$ cat config.mk
export PLATFORM = sky130hd
export DESIGN_NAME = euler1_readout_flat
export DESIGN_NICKNAME = d
export VERILOG_FILES = /design/src/rtl/euler1_pkg.sv /design/src/rtl/euler1_readout_if.sv /design/src/rtl/bin2bcd_seq.sv /design/src/rtl/euler1_readout.sv /design/src/flat_wrapper.sv
export SDC_FILE = /design/constraint.sdc
export NUM_CORES = 1
export LEC_CHECK = 0
export BUFFER_PORTS_ARGS = -buffer_cell sky130_fd_sc_hd__buf_2
export CAP_MARGIN = 40
export CORE_ASPECT_RATIO = 1.2
export CORE_MARGIN = 1
export CORE_UTILIZATION = 51
export CTS_CLUSTER_SIZE = 28
export DETAILED_ROUTE_END_ITERATION = 10
export PLACE_DENSITY = 0.71
export SYNTH_ARGS = -nofsm -noshare
export SYNTH_HDL_FRONTEND = slang
export SYNTH_SLANG_ARGS = --single-unit
$ cat constraint.sdc
create_clock -name clk -period 3 [get_ports clk]
set_input_delay 0.6 -clock clk [delete_from_list [all_inputs] [get_ports clk]]
set_output_delay 0.6 -clock clk [all_outputs]
set_load 0.01 [all_outputs]
$ cat src/rtl/euler1_pkg.sv
// Shared constants, state encoding and golden value for the Euler-1 tile readout.
package euler1_pkg;
    localparam int SLICE_W       = 6;
    localparam int NUM_SLICES    = 3;
    localparam int RES_W         = SLICE_W * NUM_SLICES;
    localparam int DIGITS        = 6;
    localparam int BCD_W         = 4 * DIGITS;
    localparam int MUX_W         = 2;
    localparam int TIMEOUT_DEF   = 600;
    localparam int SETTLE_DEF    = 1;
    localparam int MAX_RETRY_DEF = 1;

    // Sum of multiples of 3 or 5 below 1000: what a healthy tile reports.
    localparam logic [RES_W-1:0] GOLDEN = 18'd233168;

    typedef enum logic [2:0] {
        S_IDLE, S_TRST, S_WAIT, S_SEL, S_SAMPLE, S_CONV, S_DONE, S_FAIL
    } state_e;
endpackage

$ cat src/rtl/euler1_readout_if.sv
// Result handshake bus: the readout controller masters it, the consumer is the slave.
interface euler1_readout_if;
    import euler1_pkg::*;
    logic             out_valid;
    logic             out_ready;
    logic [RES_W-1:0] result;
    logic [BCD_W-1:0] bcd;

    modport master (output out_valid, result, bcd, input out_ready);
    modport slave  (input out_valid, result, bcd, output out_ready);
endinterface

$ cat src/rtl/bin2bcd_seq.sv
// Iterative double-dabble: the start cycle performs the first shift, done pulses
// with the final digits registered RES_W cycles after start.
module bin2bcd_seq
    import euler1_pkg::*;
(
    input  logic             clk,
    input  logic             rst,
    input  logic             start,
    input  logic [RES_W-1:0] bin,
    output logic             done,
    output logic [BCD_W-1:0] bcd
);
    localparam int CW = $clog2(RES_W + 1);

    logic [BCD_W-1:0]       bcd_q, bcd_d;
    logic [RES_W-1:0]       shd_q, shd_d;
    logic [CW-1:0]          cnt_q, cnt_d;
    logic                   done_q, done_d;
    logic [BCD_W+RES_W-1:0] step;

    function automatic logic [BCD_W+RES_W-1:0] dabble(input logic [BCD_W-1:0] b,
                                                      input logic [RES_W-1:0] s);
        logic [BCD_W-1:0] a;
        a = b;
        for (int i = 0; i < DIGITS; i++)
            if (a[4*i +: 4] >= 4'd5) a[4*i +: 4] = a[4*i +: 4] + 4'd3;
        return {a, s} << 1;
    endfunction

    always_comb begin
        step   = dabble(start ? '0 : bcd_q, start ? bin : shd_q);
        bcd_d  = bcd_q;
        shd_d  = shd_q;
        cnt_d  = cnt_q;
        done_d = 1'b0;
        if (start) begin
            {bcd_d, shd_d} = step;
            cnt_d          = CW'(RES_W - 1);
        end else if (cnt_q != '0) begin
            {bcd_d, shd_d} = step;
            cnt_d          = cnt_q - 1'b1;
            done_d         = (cnt_q == CW'(1));
        end
    end

    always_ff @(posedge clk) begin
        if (rst) begin
            bcd_q  <= '0;
            shd_q  <= '0;
            cnt_q  <= '0;
            done_q <= 1'b0;
        end else begin
            bcd_q  <= bcd_d;
            shd_q  <= shd_d;
            cnt_q  <= cnt_d;
            done_q <= done_d;
        end
    end

    assign done = done_q;
    assign bcd  = bcd_q;
endmodule

$ cat src/rtl/euler1_readout.sv
// Euler-1 tile readout: reset tile, wait for valid (one retry), sweep slices,
// convert to BCD and hand the result over a valid/ready bus.
module euler1_readout
    import euler1_pkg::*;
#(
    parameter int TIMEOUT   = TIMEOUT_DEF,
    parameter int SETTLE    = SETTLE_DEF,
    parameter int MAX_RETRY = MAX_RETRY_DEF
) (
    input  logic               clk,
    input  logic               rst,
    input  logic               start,
    input  logic               tgt_valid,
    input  logic [SLICE_W-1:0] slice_in,
    output logic               tgt_rst,
    output logic [MUX_W-1:0]   mux_sel,
    output logic               busy,
    output logic               err,
    euler1_readout_if.master   out_if
);
    localparam int CNT_W = $clog2(TIMEOUT + SETTLE + 1);
    localparam int RTY_W = $clog2(MAX_RETRY + 2);

    state_e           state_q, state_d;
    logic [CNT_W-1:0] cnt_q, cnt_d;
    logic [MUX_W-1:0] idx_q, idx_d;
    logic [RTY_W-1:0] retry_q, retry_d;
    logic             tgt_rst_q, tgt_rst_d;
    logic [MUX_W-1:0] mux_sel_q, mux_sel_d;
    logic             busy_q, busy_d;
    logic             out_valid_q, out_valid_d;
    logic [RES_W-1:0] result_q, result_d;
    logic [BCD_W-1:0] bcd_q, bcd_d;
    logic             err_q, err_d;
    logic             conv_start_q, conv_start_d;
    logic             conv_done;
    logic [BCD_W-1:0] conv_bcd;

    bin2bcd_seq u_bcd (
        .clk   (clk),
        .rst   (rst),
        .start (conv_start_q),
        .bin   (result_q),
        .done  (conv_done),
        .bcd   (conv_bcd)
    );

    // cnt_q is shared: wait timer in WAIT, settle timer in SEL.
    always_comb begin
        state_d = state_q;
        cnt_d   = cnt_q;
        idx_d   = idx_q;
        retry_d = retry_q;
        case (state_q)
            S_IDLE: if (start) begin
                retry_d = '0;
                state_d = S_TRST;
            end
            S_TRST: begin
                cnt_d   = '0;
                state_d = S_WAIT;
            end
            S_WAIT: begin
                if (tgt_valid) begin
                    idx_d   = '0;
                    cnt_d   = '0;
                    state_d = S_SEL;
                end else if (cnt_q == CNT_W'(TIMEOUT - 1)) begin
                    if (retry_q < RTY_W'(MAX_RETRY)) begin
                        retry_d = retry_q + 1'b1;
                        state_d = S_TRST;
                    end else begin
                        state_d = S_FAIL;
                    end
                end else begin
                    cnt_d = cnt_q + 1'b1;
                end
            end
            S_SEL: begin
                if (cnt_q == CNT_W'(SETTLE - 1)) state_d = S_SAMPLE;
                else                             cnt_d   = cnt_q + 1'b1;
            end
            S_SAMPLE: begin
                if (idx_q == MUX_W'(NUM_SLICES - 1)) begin
                    state_d = S_CONV;
                end else begin
                    idx_d   = idx_q + 1'b1;
                    cnt_d   = '0;
                    state_d = S_SEL;
                end
            end
            S_CONV:  if (conv_done) state_d = S_DONE;
            S_DONE:  if (out_if.out_ready) state_d = S_IDLE;
            S_FAIL:  state_d = S_IDLE;
            default: state_d = S_IDLE;
        endcase
    end

    // Outputs are decoded from the next state so the registered pins line up with it.
    always_comb begin
        tgt_rst_d    = (state_d == S_TRST);
        busy_d       = (state_d != S_IDLE);
        out_valid_d  = (state_d == S_DONE);
        mux_sel_d    = (state_d == S_SEL || state_d == S_SAMPLE) ? idx_d : '0;
        conv_start_d = (state_d == S_CONV) && (state_q != S_CONV);
        result_d     = result_q;
        bcd_d        = bcd_q;
        err_d        = err_q;
        if (state_q == S_IDLE && start) begin
            result_d = '0;
            bcd_d    = '0;
            err_d    = 1'b0;
        end
        if (state_q == S_SAMPLE) result_d[idx_q*SLICE_W +: SLICE_W] = slice_in;
        if (state_q == S_CONV && conv_done) bcd_d = conv_bcd;
        if (state_d == S_FAIL) err_d = 1'b1;
    end

    always_ff @(posedge clk) begin
        if (rst) begin
            state_q      <= S_IDLE;
            cnt_q        <= '0;
            idx_q        <= '0;
            retry_q      <= '0;
            tgt_rst_q    <= 1'b0;
            mux_sel_q    <= '0;
            busy_q       <= 1'b0;
            out_valid_q  <= 1'b0;
            result_q     <= '0;
            bcd_q        <= '0;
            err_q        <= 1'b0;
            conv_start_q <= 1'b0;
        end else begin
            state_q      <= state_d;
            cnt_q        <= cnt_d;
            idx_q        <= idx_d;
            retry_q      <= retry_d;
            tgt_rst_q    <= tgt_rst_d;
            mux_sel_q    <= mux_sel_d;
            busy_q       <= busy_d;
            out_valid_q  <= out_valid_d;
            result_q     <= result_d;
            bcd_q        <= bcd_d;
            err_q        <= err_d;
            conv_start_q <= conv_start_d;
        end
    end

    assign tgt_rst          = tgt_rst_q;
    assign mux_sel          = mux_sel_q;
    assign busy             = busy_q;
    assign err              = err_q;
    assign out_if.out_valid = out_valid_q;
    assign out_if.result    = result_q;
    assign out_if.bcd       = bcd_q;
endmodule

$ cat src/flat_wrapper.sv
// flat-port wrapper written by rule: the top's interface ports become plain ports
module euler1_readout_flat import euler1_pkg::*;
#(
    parameter int TIMEOUT   = TIMEOUT_DEF,
    parameter int SETTLE    = SETTLE_DEF,
    parameter int MAX_RETRY = MAX_RETRY_DEF
)
  (clk, rst, start, tgt_valid, slice_in, tgt_rst, mux_sel, busy, err, out_if_out_valid, out_if_result, out_if_bcd, out_if_out_ready);
  euler1_readout_if out_if_i ();
  input  logic clk;
  input  logic rst;
  input  logic start;
  input  logic tgt_valid;
  input  logic [SLICE_W-1:0] slice_in;
  output logic tgt_rst;
  output logic [MUX_W-1:0] mux_sel;
  output logic busy;
  output logic err;
  output wire logic [$bits(out_if_i.out_valid)-1:0] out_if_out_valid;
  output wire logic [$bits(out_if_i.result)-1:0] out_if_result;
  output wire logic [$bits(out_if_i.bcd)-1:0] out_if_bcd;
  input wire logic [$bits(out_if_i.out_ready)-1:0] out_if_out_ready;
  assign out_if_out_valid = out_if_i.out_valid;
  assign out_if_result = out_if_i.result;
  assign out_if_bcd = out_if_i.bcd;
  assign out_if_i.out_ready = out_if_out_ready;
  euler1_readout #(.TIMEOUT(TIMEOUT), .SETTLE(SETTLE), .MAX_RETRY(MAX_RETRY)) u_core (.clk(clk), .rst(rst), .start(start), .tgt_valid(tgt_valid), .slice_in(slice_in), .tgt_rst(tgt_rst), .mux_sel(mux_sel), .busy(busy), .err(err), .out_if(out_if_i));
endmodule
; Yosys cells after proc, flatten, opt, wreduce, memory -nomap -nowiden
; Cells that the tools add are included.
[op_classes]
mul = 1
n_mux = 43
eq_ne = 24
n_bitwise = 2
n_div = 0
n_shift = 2
reduce_logical = 18
n_addsub = 11
n_lt_le_gt_ge = 7
[ops]
columns = cell, n
row1 = 24-bit two-way mux, 5
row2 = 18-bit two-way mux, 5
row3 = 10-bit two-way mux, 4
row4 = 10-bit one-hot mux with 4 select lines, 1
row5 = 5-bit negation with 34-bit output, 1
row6 = 6-bit by 34-bit variable shift with 18-bit output (first input constant), 1
row7 = 6-bit by 34-bit indexed part select with 18-bit output, 1
row8 = 3-bit two-way mux, 9
row9 = 3-bit equality test (second input constant), 8
row10 = 4-bit by 3-bit >= comparator with 1-bit output (second input constant), 6
row11 = 3-bit one-hot mux with 8 select lines, 1
row12 = 4-bit by 2-bit adder with 4-bit output (second input constant), 5
row13 = 4-bit two-way mux, 5
row14 = 18-bit bitwise mux, 1
row15 = 2-bit two-way mux, 6
row16 = 10-bit by 1-bit adder with 10-bit output (second input constant), 1
row17 = 10-bit equality test (second input constant), 1
row18 = 10-bit logical NOT, 1
row19 = 5-bit two-way mux, 2
row20 = 3-bit by 2-bit equality test with 1-bit output (second input constant), 3
row21 = 2-bit inequality test (second input constant), 4
row22 = 2-bit one-hot mux with 2 select lines, 2
row23 = 2-bit nonzero test, 4
row24 = 3-bit by 1-bit equality test with 1-bit output (second input constant), 2
row25 = 21 further kinds, 29
[word_totals]
wordCells = 125
output_inout_bits = 48
romBits = 0
memories = 0
inputBits = 11
regBits = 113
latchBits = 0
ram_bits = 0

; Logic depth before layout (Yosys ltp)
; Gate-level depths: netlist of the first run.
[logic_depth]
word_depth = 9
ltp_mapped = 12

; Hierarchy
; Synthesis of the first run repeated with hierarchy kept, for this count alone.
[hier_totals]
hier_cells = 675
area_unflattened_um2 = 5693.0
[modules_own_cells]
columns = module, instances, cells_per_inst, area_per_inst_um2
row1 = euler1_readout, 1, 343, 3040.4
row2 = bin2bcd_seq, 1, 332, 2652.5

; Worst setup path after synthesis of the first run
; No wires, ideal clock.
[synth_timing]
kind = flip-flop to flip-flop
start = register u_core.conv_start_q
end = register u_core.u_bcd.bcd_q[22], in the netlist u_core.u_bcd.bcd[22]
arrival_ns = 2.161
path_buffers = 3
period_less_slack_ns = 2.231
slack_ns = 0.769
t_required_ns = 2.930
path_stages_with_launch = 12
setup_ns = 0.070
path_cell_list = dfxtp_1 clkbuf_1 inv_1 clkbuf_1 buf_1 nand2_1 ha_1 nand2b_1 a21oi_1 and2_1 o21ai_0 a21oi_1
[synth_via]
elab_chain_cells = 5
[synth_rtl]
columns = item, line_no
row1 = from (decl), euler1_readout.sv:35  ; logic conv_start_q, conv_start_d;
row2 = from (signal assigned), euler1_readout.sv:145  ; conv_start_q <= conv_start_d;
row3 = 24-bit two-way mux, bin2bcd_seq.sv:31  ; step = dabble(start ? '0 : bcd_q, start ? bin : shd_q);
row4 = 4-bit by 3-bit >= comparator with 1-bit output or 3-bit by 2-bit adder with 3-bit output (tied branches), bin2bcd_seq.sv:26  ; if (a[4*i +: 4] >= 4'd5) a[4*i +: 4] = a[4*i +: 4] + 4'd3;
row5 = 3-bit two-way mux, bin2bcd_seq.sv:26
row6 = 24-bit two-way mux, bin2bcd_seq.sv:39  ; end else if (cnt_q != '0) begin
row7 = 24-bit two-way mux, bin2bcd_seq.sv:36  ; if (start) begin
row8 = to (signal assigned), bin2bcd_seq.sv:48  ; bcd_q <= '0;
row9 = to (signal assigned), bin2bcd_seq.sv:53  ; bcd_q <= bcd_d;
row10 = to (decl), bin2bcd_seq.sv:15  ; logic [BCD_W-1:0] bcd_q, bcd_d;
; Several ways; a longest one is shown, not always the timed one. The select of a mux whose other input is x is not followed.
; A chain may end at the register's enable or synchronous reset.

; Worst setup path after layout of the first run
[layout_timing]
start = register u_core.idx_q[0]
end = register u_core.cnt_q[6]
[layout_via]
elab_chain_cells = 3
[layout_rtl]
columns = item, line_no
row1 = from (decl), euler1_readout.sv:26  ; logic [MUX_W-1:0] idx_q, idx_d;
row2 = from (signal assigned), euler1_readout.sv:136  ; idx_q <= idx_d;
row3 = 2-bit equality test, euler1_readout.sv:84  ; if (idx_q == MUX_W'(NUM_SLICES - 1)) begin
row4 = 2-bit inequality test (no line), -
row5 = 4-bit AND reduction (no line), -
row6 = to (signal assigned), euler1_readout.sv:135  ; cnt_q <= cnt_d;
row7 = to (decl), euler1_readout.sv:25  ; logic [CNT_W-1:0] cnt_q, cnt_d;
; No other way between the ends.

==> flow_metrics.env, run 1 <==
export IMPL_clkSlewWorstSetupHoldPaths_ps=50
export IMPL_top_library_cells_by_usage_in_the_layout_fill_and_taps_aside="dfxtp_1, nand2_1, nor2_1"
export IMPL_num_antenna_cells=0
export IMPL_fin_crit_sh_pct=77.9
export IMPL_die_h_um=115
export IMPL_synthFlopType="dfxtp_1"
export IMPL_cts_max_level=4
export IMPL_area_growth_syn_to_layout_pct=18.3
export IMPL_seq_area_frac_synth_pct=41.5
export IMPL_peakVddDrop_v=0.000495
export IMPL_clock_tree_root_cell="clkbuf_16"
export IMPL_finish_cell_count_without_fillers=849
export IMPL_power_per_cell_area_nw_per_um2=811
export IMPL_post_synth_inst_count=667
export IMPL_io_pins=59
export IMPL_cts_sinks=113
export IMPL_clock_tree_from_tritoncts="yes"
export IMPL_grt_pass1_vias=4543
export IMPL_chipWidth_um=96.4
export IMPL_worst_hold_path_type="reg2reg"
export IMPL_wl_met3_um=547
export IMPL_syn_area_sq_um=5460
export IMPL_sequential_cell_area_sq_um=2260
export IMPL_highest_signal_layer="met4"
export IMPL_postSynthRegisterBits=113
export IMPL_final_max_slew_viol_count=0
export IMPL_nNetsFinal=740
export IMPL_critical_path_endpoint_type="flip-flop"
export IMPL_met2_length_um=6340
export IMPL_critical_path_cell_chain="inv_1, ha_1, o311ai_1, nand2_1, or4_1, a21oi_1"
export IMPL_start_util_pct=52.1
export IMPL_drt_initial_drc_count=216
export IMPL_n_fill_cell=937
export IMPL_floorplan_core_area_sq_um=10500
export IMPL_layout_commonest_cell="dfxtp_1"
export IMPL_antenna_found_initial=0
export IMPL_post_place_cells=817
export IMPL_drt_vias_per_instance=5.90
export IMPL_timing_critical_path_required_ps=3340
export IMPL_row_count=41
export IMPL_post_cts_setup_driven_buffer_insertion_count=0
export IMPL_cts_hold_buf=0
export IMPL_run_status="finished, final reports clean"
export IMPL_post_cts_resized=0
export IMPL_power_leakage_nw=2.53
export IMPL_synth_edf_count=0
export IMPL_finalCoreUtilization_pct=61.7
export IMPL_rsz0062_at_grt="false"
export IMPL_worst_case_clock_skew_ps=8.55
export IMPL_wirelength_met1_um=5830
export IMPL_ys_async_sr_fraction_pct=0
export IMPL_worst_path_max_delay_cell="or4_1"
export IMPL_peak_per_stage_delay_on_the_critical_path_ps=620
export IMPL_firstDrtPassIters=5
export IMPL_path_max_fanout=18
export IMPL_cts_buffers=17
export IMPL_fin_tns_setup_ps=0
export IMPL_worst_skew_pair_later_pin_latency_ps=410
export IMPL_cts_path_max_buffers=2
export IMPL_place_port_buffers=58
export IMPL_ys_types=57
export IMPL_dp_hpwl_um=8550
export IMPL_setup_violations_final=0
export IMPL_worst_path_buf_inv=1
export IMPL_grt_overall_usage_pct=24.3
export IMPL_drtAntennaViolNets=0
export IMPL_grt_overflow=0
export IMPL_maxCapViolCount=0
export IMPL_max_slew_margin_pct=51.3
export IMPL_detailroute_via_count=5010
export IMPL_path_class="reg2reg"
export IMPL_avg_cell_area_syn_sq_um=8.18
export IMPL_detail_route_wl_per_cell_um=15.3
export IMPL_timing_worst_slew_pin_value_ps=731
export IMPL_report_final_hold_viol_count=0
export IMPL_mappedNetlistNets=700
export IMPL_globalplace_congestion=0.878
export IMPL_detail_route_drc_violations=0
export IMPL_yosys_warnings=0
export IMPL_final_layout_size_suffix_gt1_share_pct=16.7
export IMPL_data_arrival_time_of_the_critical_path_ps=2670
export IMPL_worstSetupStartpointType="flip-flop"
export IMPL_multiInputGateArea_sq_um=2910
export IMPL_first_pass_grt_wire_length_um=21000
export IMPL_period_needed_ps=2340
export IMPL_die_area_sq_um=11100
export IMPL_wirelength_um=13000
export IMPL_grt_max_degree=57
export IMPL_fmax_ghz=0.428
export IMPL_cp_top_family="simple AND/OR/NAND/NOR gates"
-- flip-flops by register name, summed over array words and instances, names as in the netlist, 2 cells and up --
register              cells
u_core.out_if.result     18
u_core.retry_q            2
u_core.idx_q              2
u_core.mux_sel            2
u_core.u_bcd.cnt_q        5
u_core.state_q            3
u_core.u_bcd.shd_q       17
u_core.out_if.bcd        24
u_core.u_bcd.bcd         24
u_core.cnt_q             10
-- area by class of cell --
class / instances / share of cell area (%)
inverters: 20 / 1.16
flip-flops and latches: 113 / 35.0
clock inverters: 15 / 3.97
clock buffers: 17 / 6.59
repair buffers: 66 / 5.62
well taps: 129 / 2.50
multi-input cells: 489 / 45.1
-- per-layer routing --
layer / vias to the layer above / track usage [%]
met3: 22 / 6.15
li1: 2444 / -
met5: - / 0
met4: 0 / 8.73
met2: 129 / 40.7
met1: 2415 / 30.0
-- logic make-up (layout without fill, tap and decap cells) --
| kind of cell | count (synthesis) | after routing | synth area share, % |
|---|---|---|---|
| DFF | 113 | 113 | 41.5 |
| AOI/OAI and AO/OA | 154 | 154 | 18.4 |
| muxes | 10 | 10 | 1.97 |
| and+or+nand+nor | 290 | 290 | 25.9 |
| adders and majority gates | 22 | 22 | 5.04 |
| xor gates and xnor gates | 13 | 13 | 2.09 |
| buffers and inverters | 65 | 118 | 5.16 |
-- cells in the mapped netlist, types with 3 or more instances --
library cell  count  area share (%)
ha_1             22             5.0
inv_1            19             1.3
nand3b_1          3            0.41
buf_2             3            0.28
o31ai_1           8             1.1
nand2_1          95             6.5
nor3_1            8            0.73
buf_1             4            0.28
a21oi_1          67             6.1
and2_1            8            0.92
o21ai_0          14             1.3
nor4_1            4            0.46
nand2b_1          9             1.0
mux2_2            6             1.2
dfxtp_1         113              41
a22oi_1          14             1.9
nand4_1           5            0.57
nor2_1           68             4.7
buf_6             4            0.83
xnor2_1          13             2.1
mux2i_1           4            0.73
a211oi_1         13             1.8
nor3b_2           3            0.69
clkbuf_1         33             2.3
a311oi_1         19             3.0
or4_1             8             1.1
a31oi_1           6            0.69
nand3_1          55             5.0
nor2b_1           6            0.69
-- worst paths after layout --
| path | from | end | slack [ps] | cells after the start |
|---|---|---|---|---|
| worst min register to register | u_core.err | u_core.err | 450 | 2 |
| worst max register to register | u_core.idx_q[0] | u_core.cnt_q[6] | 660 | 6 |
| worst min-delay path | u_core.err | u_core.err | 450 | 2 |
| worst max-delay path | u_core.idx_q[0] | u_core.cnt_q[6] | 660 | 6 |
-- through the flow --
step	setup WS [ps]	hold slack (ps)	area (sq um)	power [W]
floorplan	769	441	5460	0.00268
finish	662	453	6460	0.00523
CTS	677	457	6460	0.00525
global route	394	475	6460	0.00547
global placement	831	449	5770	0.00287
detailed placement	703	449	5770	0.00292
-- report_power, final --
group,switching (W),leakage (nW),internal (W),total [W]
Clock,0.000746,0.325,0.00157,0.00231
Combinational,0.000736,1.29,0.000391,0.00113
Sequential,0.000158,0.914,0.00163,0.00179
-- worst reg2reg max path, stage by stage, from the launching register on --
cell	delay, ps
dfxtp_1	320
inv_1	110
ha_1	250
o311ai_1	370
nand2_1	430
or4_1	620
a21oi_1	160
(Power assumes the default switching activity.)
==> run 2: changes to the inputs <==
--- a/config.mk
+++ b/config.mk
@@ -12,7 +12,7 @@
 export CORE_UTILIZATION = 51
 export CTS_CLUSTER_SIZE = 28
 export DETAILED_ROUTE_END_ITERATION = 10
-export PLACE_DENSITY = 0.71
+export PLACE_DENSITY = 0.74
 export SYNTH_ARGS = -nofsm -noshare
 export SYNTH_HDL_FRONTEND = slang
 export SYNTH_SLANG_ARGS = --single-unit
==> constraint.sdc (replaced) <==
create_clock -name clk -period 2 [get_ports clk]
set_input_delay 0.4 -clock clk [delete_from_list [all_inputs] [get_ports clk]]
set_output_delay 0.4 -clock clk [all_outputs]
set_load 0.01 [all_outputs]
==> flow_metrics.env, run 2 (synthesis gave the netlist of run 1 again) <==
export IMPL_clock_tree_root_cell="clkbuf_16"
export IMPL_max_slew_margin_pct=61.3
export IMPL_peak_per_stage_delay_on_the_critical_path_ps=540
export IMPL_final_layout_size_suffix_gt1_share_pct=23.1
export IMPL_detail_route_drc_violations=0
export IMPL_data_arrival_time_of_the_critical_path_ps=2310
export IMPL_power_leakage_nw=2.69
export IMPL_report_final_hold_viol_count=0
export IMPL_period_needed_ps=1950
export IMPL_peakVddDrop_v=0.000667
export IMPL_worstRegToRegCells=7
export IMPL_rr_startpoint="u_core.idx_q[0]"
export IMPL_worst_path_max_delay_cell="or4_1"
export IMPL_rsz0062_at_grt="true"
export IMPL_worst_skew_pair_later_pin_latency_ps=420
export IMPL_chipWidth_um=96.4
export IMPL_hold_slack_ps=290
export IMPL_path_class="reg2reg"
export IMPL_cts_max_level=4
export IMPL_first_pass_grt_wire_length_um=21600
export IMPL_fmax_ghz=0.513
export IMPL_floorplan_core_area_sq_um=10500
export IMPL_drt_initial_drc_count=267
export IMPL_final_max_slew_viol_count=0
export IMPL_timing_critical_path_required_ps=2360
export IMPL_timing_worst_slew_pin_value_ps=580
export IMPL_clkSlewWorstSetupHoldPaths_ps=60
export IMPL_worst_case_clock_skew_ps=8.86
export IMPL_grt_overflow=0
export IMPL_hold_path_cell_count=2
export IMPL_setup_violations_final=0
export IMPL_hold_critical_path_endpoint="u_core.idx_q[1]"
export IMPL_start_util_pct=52.1
export IMPL_report_power_total_w=0.00751
export IMPL_worst_hold_path_type="in2reg"
export IMPL_cts_buffers=17
export IMPL_r2r_slack_ps=50
export IMPL_drt_vias_per_instance=5.81
export IMPL_dp_hpwl_um=9090
export IMPL_critical_path_cell_chain="inv_1, ha_2, mux2_2, o32ai_4, a221oi_4, or4_1, a21oi_2"
export IMPL_grt_pass1_vias=4791
export IMPL_timing_rr_end="u_core.cnt_q[3]"
export IMPL_run_status="finished, final reports clean"
export IMPL_hp_start="rst"
export IMPL_io_pins=59
export IMPL_fin_crit_sh_pct=97.4
export IMPL_grt_max_degree=55
export IMPL_detailroute_via_count=5149
export IMPL_num_antenna_cells=0
export IMPL_finish_cell_count_without_fillers=886
export IMPL_maxCapViolCount=0
export IMPL_seq_power_share_pct=35.6
export IMPL_drtAntennaViolNets=0
export IMPL_die_area_sq_um=11100
export IMPL_area_growth_syn_to_layout_pct=23.5
export IMPL_cts_sinks=113
export IMPL_nNetsFinal=777
export IMPL_worst_path_buf_inv=1
export IMPL_layout_commonest_cell="dfxtp_1"
export IMPL_p_switching_w=0.00256
export IMPL_firstDrtPassIters=5
export IMPL_fin_tns_setup_ps=0
export IMPL_critical_path_endpoint_type="flip-flop"
export IMPL_share_comb_of_total_power_pct=25.7
export IMPL_power_internal_w=0.00495
export IMPL_place_port_buffers=58
export IMPL_top_library_cells_by_usage_in_the_layout_fill_and_taps_aside="dfxtp_1, nand2_1, nor2_1"
export IMPL_detail_route_wl_per_cell_um=15.3
export IMPL_path_max_fanout=8
export IMPL_sw_frac_of_total_pct=34.1
export IMPL_grt_overall_usage_pct=25.1
export IMPL_wirelength_um=13600
export IMPL_power_per_cell_area_nw_per_um2=1110
export IMPL_antenna_found_initial=0
export IMPL_row_count=41
export IMPL_clkPwrFrac_pct=38.7
export IMPL_worstSetupStartpointType="flip-flop"
export IMPL_cts_path_max_buffers=2
export IMPL_clock_tree_from_tritoncts="yes"
export IMPL_globalplace_congestion=0.930
export IMPL_die_h_um=115
export IMPL_post_place_cells=848
export IMPL_cp_top_family="simple AND/OR/NAND/NOR gates"
run 2: cell count changes in the layout (fill, tap and decap cells not counted), moves of 3 or more:
cell,change
buf_4,+35
bufinv_16,-5
a21oi_1,-4
a21oi_2,+4
inv_6,+4
dfxtp_1,-3
run 2: timing repair:
action                     CTS  global route
hold buffers                 0             0
gates cloned                 1             1
gates resized for setup      2            26
hold endpoints to repair     0             0
setup endpoints to repair   10            34
buffers inserted             0             5
pin swaps                    1             7
run 2: final cells by class:
cell class	instances	area [sq um]
clock inverter	15	150
timing repair buffer	101	617
fill	867	3730
tap	129	161
inverter	20	77.6
sequential	113	2270
multi-input combinational	491	3040
clock buffer	17	425
run 2: how the worst max path moves through the flow:
| stage | cells after the start | end | startpoint | slack (ps) |
|---|---|---|---|---|
| final | 7 | u_core.cnt_q[3] | u_core.idx_q[0] | 50 |
| after global placement | 6 | u_core.cnt_q[1] | u_core.cnt_q[3] | 50 |
| after CTS | 6 | u_core.mux_sel[1] | u_core.cnt_q[3] | -30 |
| after floorplan | 7 | u_core.cnt_q[7] | u_core.idx_q[0] | 10 |
| after global routing | 8 | u_core.cnt_q[2] | u_core.idx_q[0] | -40 |
| after detailed placement | 6 | u_core.cnt_q[6] | u_core.idx_q[0] | -50 |
run 2: metal layers:
layer  global-route usage (%)  vias up  share of wire (%)
met3                     6.35       37                4.6
li1                         -     2518                  -
met1                     29.4     2450                 43
met5                        0        -                  0
met4                     11.7        0                2.8
met2                     42.6      144                 50
run 2: stage by stage:
step / utilization (%) / worst slack [ps] / cell area, sq um
after global placement: 57.3 / 45.1 / 5990
after detailed placement: 57.3 / -48.6 / 5990
after CTS: 63.0 / -29.1 / 6590
after floorplan: - / 15.0 / 5460
final: 64.4 / 51.0 / 6740
after global routing: 64.4 / -44.8 / 6740
run 2: power by group through the flow:
stage | clock network [W] | registers, W | logic (W)
after floorplan | 0 | 0.00266 | 0.00136
after global placement | 0 | 0.00270 | 0.00177
after detailed placement | 0 | 0.00271 | 0.00185
after CTS | 0.00294 | 0.00266 | 0.00189
after global routing | 0.00304 | 0.00270 | 0.00214
final | 0.00291 | 0.00267 | 0.00193
